--- src/rtl/ctrl_unit_mc_pkg.sv ---
// Shared types and constants for the multi-cycle accumulator CPU controller.
package ctrl_unit_mc_pkg;

   typedef enum logic [2:0] {
      StIdle,
      StFetch,
      StDecode,
      StExec,
      StMem,
      StWb,
      StPcUpd,
      StHalt
   } state_e;

   // Opcodes 1..7 are ALU operations; 12..14 are undefined.
   localparam logic [3:0] OP_NOP  = 4'd0;
   localparam logic [3:0] OP_LD   = 4'd8;
   localparam logic [3:0] OP_ST   = 4'd9;
   localparam logic [3:0] OP_JMP  = 4'd10;
   localparam logic [3:0] OP_BZ   = 4'd11;
   localparam logic [3:0] OP_HALT = 4'd15;

   localparam logic [1:0] PC_HOLD = 2'b00;
   localparam logic [1:0] PC_INC  = 2'b01;
   localparam logic [1:0] PC_LOAD = 2'b10;

   function automatic logic is_alu_op(input logic [3:0] op);
      return (op != OP_NOP) && (op[3] == 1'b0);
   endfunction

endpackage

--- src/rtl/ir_reg_param.sv ---
// Instruction register with load enable and synchronous active-low reset.
module ir_reg_param #(
   parameter int unsigned INS_W = 16
) (
   input  logic             clk,
   input  logic             rst,
   input  logic             load,
   input  logic [INS_W-1:0] d,
   output logic [INS_W-1:0] q
);

   // Capture the fetched word; cleared by reset.
   always_ff @(posedge clk) begin
      if (!rst) begin
         q <= '0;
      end else if (load) begin
         q <= d;
      end
   end

endmodule

--- src/rtl/ctrl_unit_mc.sv ---
// Multi-cycle control unit: fetch over a req/valid handshake, decode and
// sequence the datapath through execute, memory, write-back and PC update.
// Field layout requires ADDR_W + 4 + RD_W <= INS_W.
module ctrl_unit_mc import ctrl_unit_mc_pkg::*; #(
   parameter int unsigned INS_W   = 16,
   parameter int unsigned ADDR_W  = 8,
   parameter int unsigned NREG    = 4,
   parameter int unsigned TIMEOUT = 15
) (
   input  logic              clk,
   input  logic              rst,
   input  logic              en,
   input  logic              ram_valid,
   input  logic [INS_W-1:0]  ins,
   input  logic              alu_valid,
   input  logic              alu_zero,
   output logic              ram_rd_req,
   output logic              ram_wr_req,
   output logic [ADDR_W-1:0] offset_addr,
   output logic [NREG-1:0]   reg_en,
   output logic              alu_in_sel,
   output logic [2:0]        alu_func,
   output logic [1:0]        pc_ctrl,
   output logic              en_pc_pulse,
   output logic              en_group_pulse,
   output logic              busy,
   output logic              halted,
   output logic              illegal_op,
   output logic              mem_timeout
);

   localparam int unsigned RD_W  = (NREG > 1) ? $clog2(NREG) : 1;
   localparam int unsigned CNT_W = $clog2(TIMEOUT + 1);

   state_e            state_q, state_d;
   logic [1:0]        pc_sel_q, pc_sel_d;
   logic [CNT_W-1:0]  cnt_q, cnt_d;
   logic [INS_W-1:0]  ir_q;
   logic              ir_load;
   logic [3:0]        opcode;
   logic [RD_W-1:0]   rd;
   logic              rd_ok;
   logic              wait_expired;
   logic              unused_ir;

   ir_reg_param #(
      .INS_W(INS_W)
   ) u_ir (
      .clk  (clk),
      .rst  (rst),
      .load (ir_load),
      .d    (ins),
      .q    (ir_q)
   );

   assign opcode       = ir_q[INS_W-1 -: 4];
   assign rd           = ir_q[INS_W-5 -: RD_W];
   assign offset_addr  = ir_q[ADDR_W-1:0];
   assign alu_func     = opcode[2:0];
   assign unused_ir    = ^ir_q;
   assign wait_expired = (cnt_q == CNT_W'(TIMEOUT - 1));
   assign busy         = (state_q != StIdle) && (state_q != StHalt);
   assign halted       = (state_q == StHalt);
   assign alu_in_sel   = (opcode == OP_LD) &&
                         (state_q inside {StDecode, StExec, StMem, StWb, StPcUpd});

   // Only a non-power-of-two register count can encode an out-of-range rd.
   if (NREG == (1 << RD_W)) begin : g_rd_full
      assign rd_ok = 1'b1;
   end else begin : g_rd_partial
      assign rd_ok = (32'(rd) < NREG);
   end

   // State, pending PC action and RAM wait counter.
   always_ff @(posedge clk) begin
      if (!rst) begin
         state_q  <= StIdle;
         pc_sel_q <= PC_HOLD;
         cnt_q    <= '0;
      end else begin
         state_q  <= state_d;
         pc_sel_q <= pc_sel_d;
         cnt_q    <= cnt_d;
      end
   end

   // Next-state and output decode.
   always_comb begin
      state_d        = state_q;
      pc_sel_d       = pc_sel_q;
      cnt_d          = '0;
      ir_load        = 1'b0;
      ram_rd_req     = 1'b0;
      ram_wr_req     = 1'b0;
      reg_en         = '0;
      pc_ctrl        = PC_HOLD;
      en_pc_pulse    = 1'b0;
      en_group_pulse = 1'b0;
      illegal_op     = 1'b0;
      mem_timeout    = 1'b0;
      unique case (state_q)
         StIdle: begin
            if (en) begin
               en_group_pulse = 1'b1;
               pc_sel_d       = PC_INC;
               state_d        = StFetch;
            end
         end
         StFetch: begin
            ram_rd_req = 1'b1;
            if (ram_valid) begin
               ir_load = 1'b1;
               state_d = StDecode;
            end else if (wait_expired) begin
               mem_timeout = 1'b1;  // counter restarts, request stays up
            end else begin
               cnt_d = cnt_q + CNT_W'(1);
            end
         end
         StDecode: begin
            pc_sel_d = PC_INC;
            if (is_alu_op(opcode)) begin
               illegal_op = !rd_ok;
               state_d    = StExec;
            end else begin
               case (opcode)
                  OP_NOP:  state_d = StPcUpd;
                  OP_LD: begin
                     illegal_op = !rd_ok;
                     state_d    = StMem;
                  end
                  OP_ST:   state_d = StMem;
                  OP_JMP: begin
                     pc_sel_d = PC_LOAD;
                     state_d  = StPcUpd;
                  end
                  OP_BZ:   state_d = StExec;
                  OP_HALT: state_d = StHalt;
                  default: begin
                     illegal_op = 1'b1;
                     state_d    = StPcUpd;
                  end
               endcase
            end
         end
         StExec: begin
            if (alu_valid) begin
               if (opcode == OP_BZ) begin
                  pc_sel_d = alu_zero ? PC_LOAD : PC_INC;
                  state_d  = StPcUpd;
               end else begin
                  state_d = StWb;
               end
            end
         end
         StMem: begin
            if (opcode == OP_ST) begin
               ram_wr_req = 1'b1;
               state_d    = StPcUpd;
            end else begin
               ram_rd_req = 1'b1;
               if (ram_valid) begin
                  state_d = StWb;
               end else if (wait_expired) begin
                  mem_timeout = 1'b1;
               end else begin
                  cnt_d = cnt_q + CNT_W'(1);
               end
            end
         end
         StWb: begin
            if (rd_ok) begin
               reg_en = NREG'(1) << rd;
            end
            state_d = StPcUpd;
         end
         StPcUpd: begin
            en_pc_pulse = 1'b1;
            pc_ctrl     = pc_sel_q;
            if (en) begin
               en_group_pulse = 1'b1;
               state_d        = StFetch;
            end else begin
               state_d = StIdle;
            end
         end
         StHalt: state_d = StHalt;
         default: state_d = StIdle;
      endcase
   end

endmodule
--- config.mk ---
export PLATFORM = sky130hd
export DESIGN_NAME = ctrl_unit_mc
export DESIGN_NICKNAME = d
export VERILOG_FILES = /design/src/rtl/ctrl_unit_mc_pkg.sv /design/src/rtl/ir_reg_param.sv /design/src/rtl/ctrl_unit_mc.sv
export SDC_FILE = /design/constraint.sdc
export NUM_CORES = 1
export LEC_CHECK = 0
export BUFFER_PORTS_ARGS = -buffer_cell sky130_fd_sc_hd__buf_2
export CAP_MARGIN = 15
export CORE_UTILIZATION = 44
export DETAILED_ROUTE_END_ITERATION = 16
export PLACE_DENSITY = 0.75
export SYNTH_ARGS = -nofsm -noshare
export SYNTH_HDL_FRONTEND = slang
export SYNTH_SLANG_ARGS = --single-unit
--- constraint.sdc ---
create_clock -name clk -period 1.5 [get_ports clk]
set_input_delay 0.3 -clock clk [delete_from_list [all_inputs] [get_ports clk]]
set_output_delay 0.3 -clock clk [all_outputs]
set_load 0.01 [all_outputs]
# Word-level counts from Yosys, hierarchy flattened
# Index checks and enable logic that the tools add are counted.
[classes]
muxes = 39
shifts = 1
n_eq_ne = 19
add_sub_neg = 1
n_reduce_logical = 14
bitwise = 1
[ops]
columns = ["cell", "n"]
rows = [
  ["$eq A4 B4 Y1 const B", 6],
  ["$pmux W3 S8", 1],
  ["$mux W3", 6],
  ["$mux W2", 8],
  ["$mux W4", 4],
  ["$mux W1", 15],
  ["$eq A3 B3 Y1 const B", 4],
  ["$pmux W3 S3", 1],
  ["$pmux W4 S2", 1],
  ["$reduce_and A4 Y1", 2],
  ["$eq A3 B2 Y1 const B", 2],
  ["$ne A2 B2 Y1 const B", 3],
  ["$pmux W2 S3", 1],
  ["$reduce_bool A3 Y1", 2],
  ["$reduce_or A6 Y1", 1],
  ["$reduce_bool A5 Y1", 1],
  ["$add A4 B1 Y4 const B", 1],
  ["$logic_not A4 Y1", 1],
  ["$pmux W1 S2", 2],
  ["$reduce_bool A4 Y1", 1],
  ["$reduce_or A2 Y1", 2],
  ["$shl A1 B2 Y4 const A", 1],
  ["$eq A3 B1 Y1 const B", 1],
  ["$logic_and A1 B1 Y1", 3],
  ["5 further kinds", 5],
]
[word_totals]
regBits = 25
wordCells = 79

# Depth between registers and ports, before layout
# Gate-level depths: netlist of run 1.
[logic_depth]
depth_word = 5
depth_mapped = 7
mapped_depth_nobuf = 6

# By module
# From an unflattened synthesis of run 1, not the netlist that was laid out.
[unflattened]
cells_unflattened = 160
hier_area_um2 = 1418.9
[modules_own_cells]
columns = ["module", "instances", "cells_each", "area_each_um2"]
rows = [
  ["ctrl_unit_mc", 1, 109, 803.3],
  ["ir_reg_param", 1, 51, 615.6],
]

# Worst setup path after synthesis of run 1
# Ideal clock, no wire load.
[synth_path]
path_type = "reg2out"
from = "register state_q[1]"
to = "output alu_in_sel"
slack_ns = -0.259
path_stages_with_launch = 6
required_time_ns = 1.200
arrival_time_ns = 1.459
cell_sequence = "dfxtp_1 > buf_6 > inv_2 > nor3_4 > inv_2 > a2111oi_2"
[synth_between]
elab_chain_cells = 3
[synth_lines]
columns = ["element", "line_no", "rtl"]
rows = [
  ["start: declaration", "ctrl_unit_mc.sv:35", "state_e state_q, state_d;"],
  ["start signal: assignment", "ctrl_unit_mc.sv:77", "state_q <= StIdle;"],
  ["start signal: assignment", "ctrl_unit_mc.sv:81", "state_q <= state_d;"],
  ["$eq A3 B2 Y1 / $eq A3 B3 Y1 (equally long branches)", "ctrl_unit_mc.sv:65", "(state_q inside {StDecode, StExec, StMem, StWb, StPcUpd});"],
  ["$reduce_bool A5 Y1 *", "ctrl_unit_mc.sv:65", ""],
  ["$logic_and A1 B1 Y1 *", "ctrl_unit_mc.sv:64", "assign alu_in_sel = (opcode == OP_LD) &&"],
  ["end: declaration", "ctrl_unit_mc.sv:21", "output logic alu_in_sel,"],
]
# Every way passes the cells marked *; elsewhere a longest branch is shown, timed or not.

# Worst setup path after layout of run 1
[layout_path]
from = "register state_q[2]"
to = "output mem_timeout"
[layout_between]
elab_chain_cells = 2
[layout_lines]
columns = ["element", "line_no", "rtl"]
rows = [
  ["$eq A3 B3 Y1 / $eq A3 B1 Y1 (equally long branches)", "ctrl_unit_mc.sv:101", "unique case (state_q)"],
  ["$pmux W1 S2 *", "ctrl_unit_mc.sv:101", ""],
  ["end: declaration", "ctrl_unit_mc.sv:29", "output logic mem_timeout"],
]
# Marked as above.

==> results of run 1 <==
## registers in the layout, indices dropped and copies added, names as in the netlist
register,flops
cnt_q,4
state_q,3
u_ir.q,14
pc_sel_q,2
## cells by family after synthesis
group / count (synthesis)
AOI/OAI and AO/OA: 37
xor gates and xnor gates: 2
adders and majority gates: 5
buffers and inverters: 28
DFF: 23
muxes: 1
and+or+nand+nor: 83
## area by class of cell
class / instances / area [um^2]
clock buffers: 4 / 26.3
fillers: 268 / 968
inverters: 8 / 35.0
multi-input cells: 128 / 948
flip-flops and latches: 23 / 474
well taps: 44 / 55.1
repair buffers: 86 / 596
## routing by layer
layer  part of all wire (%)  GRT usage [%]  vias to the layer above
met5                      0              0                        -
met4                    1.3           3.99                        0
met3                    3.9           2.60                        6
met2                     49           39.2                       38
met1                     46           27.8                      658
li1                       -              -                      742
## worst min path at each step
stage	start	to	cells after the start
6_report	ins[13]	u_ir.q[13]$_SDFFE_PN0P_	3
5_1_grt	ins[4]	u_ir.q[4]$_SDFFE_PN0P_	3
4_1_cts	ins[6]	u_ir.q[6]$_SDFFE_PN0P_	3
3_5_place_dp	u_ir.q[4]$_SDFFE_PN0P_	u_ir.q[4]$_SDFFE_PN0P_	2
3_3_place_gp	u_ir.q[4]$_SDFFE_PN0P_	u_ir.q[4]$_SDFFE_PN0P_	2
2_1_floorplan	cnt_q[0]$_SDFF_PN0_	cnt_q[0]$_SDFF_PN0_	1
## repair_timing
item / 4_1_cts / 5_1_grt
gates resized for setup: 26 / 16
pin swaps: 8 / 8
setup buffers: 8 / 7
endpoints found under the setup margin: 24 / 37
## through the flow
step                      util (%)  instance area (um^2)
after CTS                     66.3                  2060
after detailed placement      59.6                  1850
final                         68.8                  2130
after global placement        59.6                  1850
after floorplan                  -                  1500
after global routing          68.8                  2130
## cells in the mapped netlist (all sizes together), types with 2 or more instances
library cell	count	area, um^2
a211oi	2	20.0
a21boi	8	60.1
a21oi	15	75.1
and2	3	18.8
and3	4	27.5
buf	17	144
clkbuf	2	7.51
dfxtp	23	460
ha	5	62.6
inv	8	30.0
nand2	34	128
nand2b	2	12.5
nand3	3	15.0
nor2	17	63.8
nor3	4	31.3
nor3b	4	40.0
nor4	2	18.8
nor4b	3	32.5
o211ai	2	15.0
o21ai	3	15.0
## power breakdown
group          leakage [nW]  switching [mW]  internal [mW]
combinational         0.769           0.177          0.203
sequential            0.190          0.0284          0.637
clock                0.0150           0.183          0.104
## worst register-to-register path, stage by stage (launching register included)
cell	delay (ns)
dfxtp_4	0.45
buf_6	0.12
buf_4	0.10
buf_4	0.09
and4bb_1	0.18
or2_1	0.25
a211oi_2	0.21
o311a_1	0.22
nor4b_2	0.05
==> out/summary.txt, run 1 <==
post-route DRC violation count - 0
Worst Path Buf+Inv - 2
IO Pins - 48
Final Non-Filler Cells - 293
FFs w/ async S/R, synth - 0%
Synth Area in Compound Gates - 17.9%
fin crit period - 1.83 ns
Worst R2R End - state_q[0]$_SDFFE_PN0P_
VDD IR max - 0.430 mV
multiplexer share of the synthesized area - 0.679%
unrepaired setup endpoints after global routing - yes
DR iter-0 viols - 41
Setup TNS - -4.70 ns
clk sinks - 23
adder-cell share of the synthesized area - 4.24%
simple logic cell fraction of the synthesized area - 31.7%
post-place setup slack - -0.101 ns
failing checks - setup timing
CTS tree - done
Starting Density - 47.5%
Antenna diodes - 0
routed vias/inst - 4.93
drt total wl - 3710 um
critical path type - flop to primary output
commonest cells after routing, fill and taps aside - buf_2, buf_4, nand2_1
kind of start point of the critical path - flop
vias in the first global route - 1,367
Clock Pin Slew Worst Setup and Hold Paths - 0.13 ns
final hold vios - 0
WP data arrival - 1.53 ns
FMAX - 546 MHz
CORE AREA - 3100 um^2
cell family with most CP delay - flip-flops
Syn Nets - 206
crit path max fanout - 8
layout cells sized above 1 - 49.4%
later-pin clock latency in the skew report - 0.31 ns
CP peak stage delay - 0.41 ns
post-synthesis sequential area ratio - 31.2%
Post-DP HPWL - 2410 um
Syn Inst Count - 179
Slew Limit Headroom - 74.2%
port bufs - 45
syn_area_per_cell - 8.23 um^2
root buf cell - clkbuf_4
Hold Crit Class - input pin to flop
largest net degree at the start of global routing - 15
Most used DFF post-synth - dfxtp_1
Placer Congestion - 0.822
Die ar. - 3590 um^2
Syn Std Cell Area - 1470 um^2
Die W - 59.9 um
hold_buf cts - 0
initial antenna violation count - 0
Least-Margin Pin Slew - 0.382 ns
setup ws final - -0.331 ns
total power - 1.33 mW
Final Max Slew Viols - 0
Final Skew - 0.0120 ns
Worst Setup SP - state_q[2]$_SDFFE_PN0P_
Rows - 20
Clock Path Buffers - 2
endpoints failing setup - 34
1st-pass router iterations - 4
reg2reg path depth - 8
DP Cell Count - 276
status - finished, violations left
Die Ht - 59.9 um
Syn-to-layout area delta - 44.8%
Post-DRT Antenna Nets - 0
Ys Warns - 0
Cell Pwr Density - 624 nW/um^2
XOR/XNOR share of the synthesized area - 1.19%
Routed WL per cell - 12.7 um
largest family of logic cells by synthesized area - simple AND/OR/NAND/NOR gates
most common cell after layout, fill and taps aside - buf_2
CP Cell Sequence - buf_4 > nor3b_4 > a21o_1 > nand2_1 > nor2_1 > buf_2
CP max stage cell - dfxtp_4
leakage power - 0.974 nW
first-pass GRT wire length - 6020 um
Reg-to-Reg Start - state_q[2]$_SDFFE_PN0P_
crit path capture - mem_timeout
total CTS buffers - 3
GRT overflow - 0
Crit. End Element - primary output
Yosys reg bits - 23
gr usage total - 21.7%
Worst path depth - 6
Min Hold Slack - 0.205 ns
vias - 1,444
EDFF count, synth - 0
Max Cap Viol - 0
Tcrit/Tclk final - 122%
Worst EP required - 1.20 ns
CTS HTree Levels - 1
synth unique cells - 47
Final nets - 277
slack of the worst reg-to-reg path - -0.25 ns
Power figures use the tool's default switching activity.
==> run 2: changes to the inputs <==
--- a/config.mk
+++ b/config.mk
@@ -5,11 +5,11 @@
 export SDC_FILE = /design/constraint.sdc
 export NUM_CORES = 1
 export LEC_CHECK = 0
-export BUFFER_PORTS_ARGS = -buffer_cell sky130_fd_sc_hd__buf_2
+export BUFFER_PORTS_ARGS = -buffer_cell sky130_fd_sc_hd__clkbuf_2
 export CAP_MARGIN = 15
-export CORE_UTILIZATION = 44
+export CORE_UTILIZATION = 45
 export DETAILED_ROUTE_END_ITERATION = 16
-export PLACE_DENSITY = 0.75
+export PLACE_DENSITY = 0.76
 export SYNTH_ARGS = -nofsm -noshare
 export SYNTH_HDL_FRONTEND = slang
 export SYNTH_SLANG_ARGS = --single-unit
==> out/summary.txt, run 2 (same netlist as run 1, synthesis figures left out) <==
number of flip-flops under the largest register name - 14 (unchanged)
largest net degree at the start of global routing - 15 (unchanged)
Clock Pin Slew Worst Setup and Hold Paths - 0.14 ns (about the same)
Syn-to-layout area delta - 62.6%
Reg with most FFs - u_ir.q
Max Cap Viol - 0 (unchanged)
failing checks - setup timing
CORE AREA - 3080 um^2 (-0.81%)
Rows - 20 (unchanged)
leakage power - 1.05 nW (+8.1%)
WP data arrival - 1.65 ns (+0.12 ns)
Logic pwr share - 33.6% (+5.1 points)
fill cell count - 226 (-16%)
biggest regs - u_ir.q (14), cnt_q (4), state_q (3)
FMAX - 512 MHz (-6.3%)
IO Pins - 48 (unchanged)
Starting Density - 47.9% (+0.39 points)
commonest cells after routing, fill and taps aside - clkbuf_2, buf_4, buf_6
vias - 1,585 (+9.8%)
switching pwr - 0.469 mW (+21%)
Crit. End Element - primary output
later-pin clock latency in the skew report - 0.33 ns (+0.02 ns)
clk sinks - 23 (unchanged)
Finished Cell Area - 2400 um^2 (+12%)
setup ws final - -0.454 ns (-0.123 ns)
crit path max fanout - 5 (-3)
Seq pwr share - 45.6% (-4.3 points)
gr usage total - 25.2% (+3.5 points)
fin crit period - 1.95 ns (+0.123 ns)
Tcrit/Tclk final - 130% (+8.2 points)
critical path type - flop to primary output
CTS tree - done
endpoints failing setup - 38 (+12%)
Post-DRT Antenna Nets - 0 (unchanged)
Die W - 59.2 um (-1.1%)
layout cells sized above 1 - 60.1% (+11 points)
Die Ht - 59.2 um (-1.1%)
Antenna diodes - 0 (unchanged)
DP Cell Count - 272 (-1.4%)
Final Skew - 0.0153 ns (+0.00331 ns)
Clock Path Buffers - 2 (unchanged)
GRT overflow - 0 (unchanged)
total CTS buffers - 3 (unchanged)
kind of start point of the critical path - flop
port bufs - 45 (unchanged)
unrepaired setup endpoints after global routing - yes
final hold vios - 0 (unchanged)
Worst EP required - 1.20 ns (about the same)
vias in the first global route - 1,439 (+5.3%)
hold_buf cts - 0 (unchanged)
Clock power frac - 20.8% (-0.7 points)
Least-Margin Pin Slew - 0.416 ns (+0.0338 ns)
status - finished, violations left
Hold Crit Class - input pin to flop
Cell Pwr Density - 613 nW/um^2 (-1.8%)
routed vias/inst - 5.25 (+6.5%)
initial antenna violation count - 0 (unchanged)
Final Max Slew Viols - 0 (unchanged)
Internal - 0.999 mW (+5.9%)
Final nets - 286 (+3.2%)
drt total wl - 4900 um (+32%)
Die ar. - 3510 um^2 (-2.1%)
sw frac - 31.9% (+2.8 points)
Placer Congestion - 0.857 (+4.2%)
Post-DP HPWL - 2450 um (+1.8%)
post-route DRC violation count - 0 (unchanged)
CTS HTree Levels - 1 (unchanged)
final core utilization - 77.8% (+9.1 points)
first-pass GRT wire length - 6550 um (+8.8%)
root buf cell - clkbuf_4
Final Non-Filler Cells - 302 (+3.1%)
1st-pass router iterations - 4 (unchanged)
VDD IR max - 0.487 mV (+13%)
Slew Limit Headroom - 72.2% (-1.9 points)
DR iter-0 viols - 56 (+37%)
most common cell after layout, fill and taps aside - clkbuf_2
Routed WL per cell - 16.2 um (+28%)
DP Area - 1820 um^2 (-1.6%)
run 2: timing repair:
item                                    4_1_cts  5_1_grt
endpoints found under the setup margin       33       38
pin swaps                                     9       21
setup buffers                                12       16
gates cloned                                  0        2
resized for setup                            41       70
run 2: layer usage:
layer	part of all wire, %	track usage, %
met5	0	0
met4	5.4	17.3
met3	4.5	3.49
met2	50	42.5
met1	40	29.4
run 2: cell type report:
type,instances,area (um^2),share of cell area (%)
Multi-Input combinational cell,129,1070,44.9
Timing Repair Buffer,94,724,30.2
Sequential cell,23,477,19.9
Tap cell,44,55.1,2.30
Inverter,8,37.5,1.57
Clock buffer,3,22.5,0.940
Clock inverter,1,5.00,0.209
run 2: final timing paths:
path                           startpoint                      end  slack, ns  cells past startpoint
hold reg to reg    u_ir.q[1]$_SDFFE_PN0P_   u_ir.q[1]$_SDFFE_PN0P_       0.48                      2
setup / recovery  state_q[0]$_SDFFE_PN0P_              mem_timeout      -0.45                      6
hold / removal                    ins[13]  u_ir.q[13]$_SDFFE_PN0P_       0.16                      3
setup reg to reg  state_q[1]$_SDFFE_PN0P_  state_q[0]$_SDFFE_PN0P_      -0.33                      9
run 2: through the flow:
step / setup slack, ns / power, mW / hold WS (ns) / setup TNS (ns)
6_report: -0.454 / 1.47 / 0.157 / -6.31
5_1_grt: -0.528 / 1.53 / 0.154 / -8.32
4_1_cts: -0.353 / 1.32 / 0.166 / -3.59
3_5_place_dp: -0.138 / 0.972 / 0.454 / -0.521
3_3_place_gp: -0.132 / 0.967 / 0.441 / -0.288
2_1_floorplan: -0.0839 / 0.867 / 0.430 / -0.113
run 2: critical path, stage by stage (launching register included):
cell	delay, ns
dfxtp_4	0.40
buf_6	0.13
nor3b_4	0.22
a21o_1	0.20
nand2_1	0.07
nor2_1	0.13
buf_2	0.17
run 2: power by group through the flow:
| stage | logic, mW | clock network [mW] | registers (mW) |
|---|---|---|---|
| floorplan | 0.196 | 0 | 0.671 |
| global placement | 0.291 | 0 | 0.676 |
| detailed placement | 0.296 | 0 | 0.676 |
| CTS | 0.353 | 0.307 | 0.663 |
| global route | 0.522 | 0.334 | 0.673 |
| finish | 0.493 | 0.305 | 0.670 |
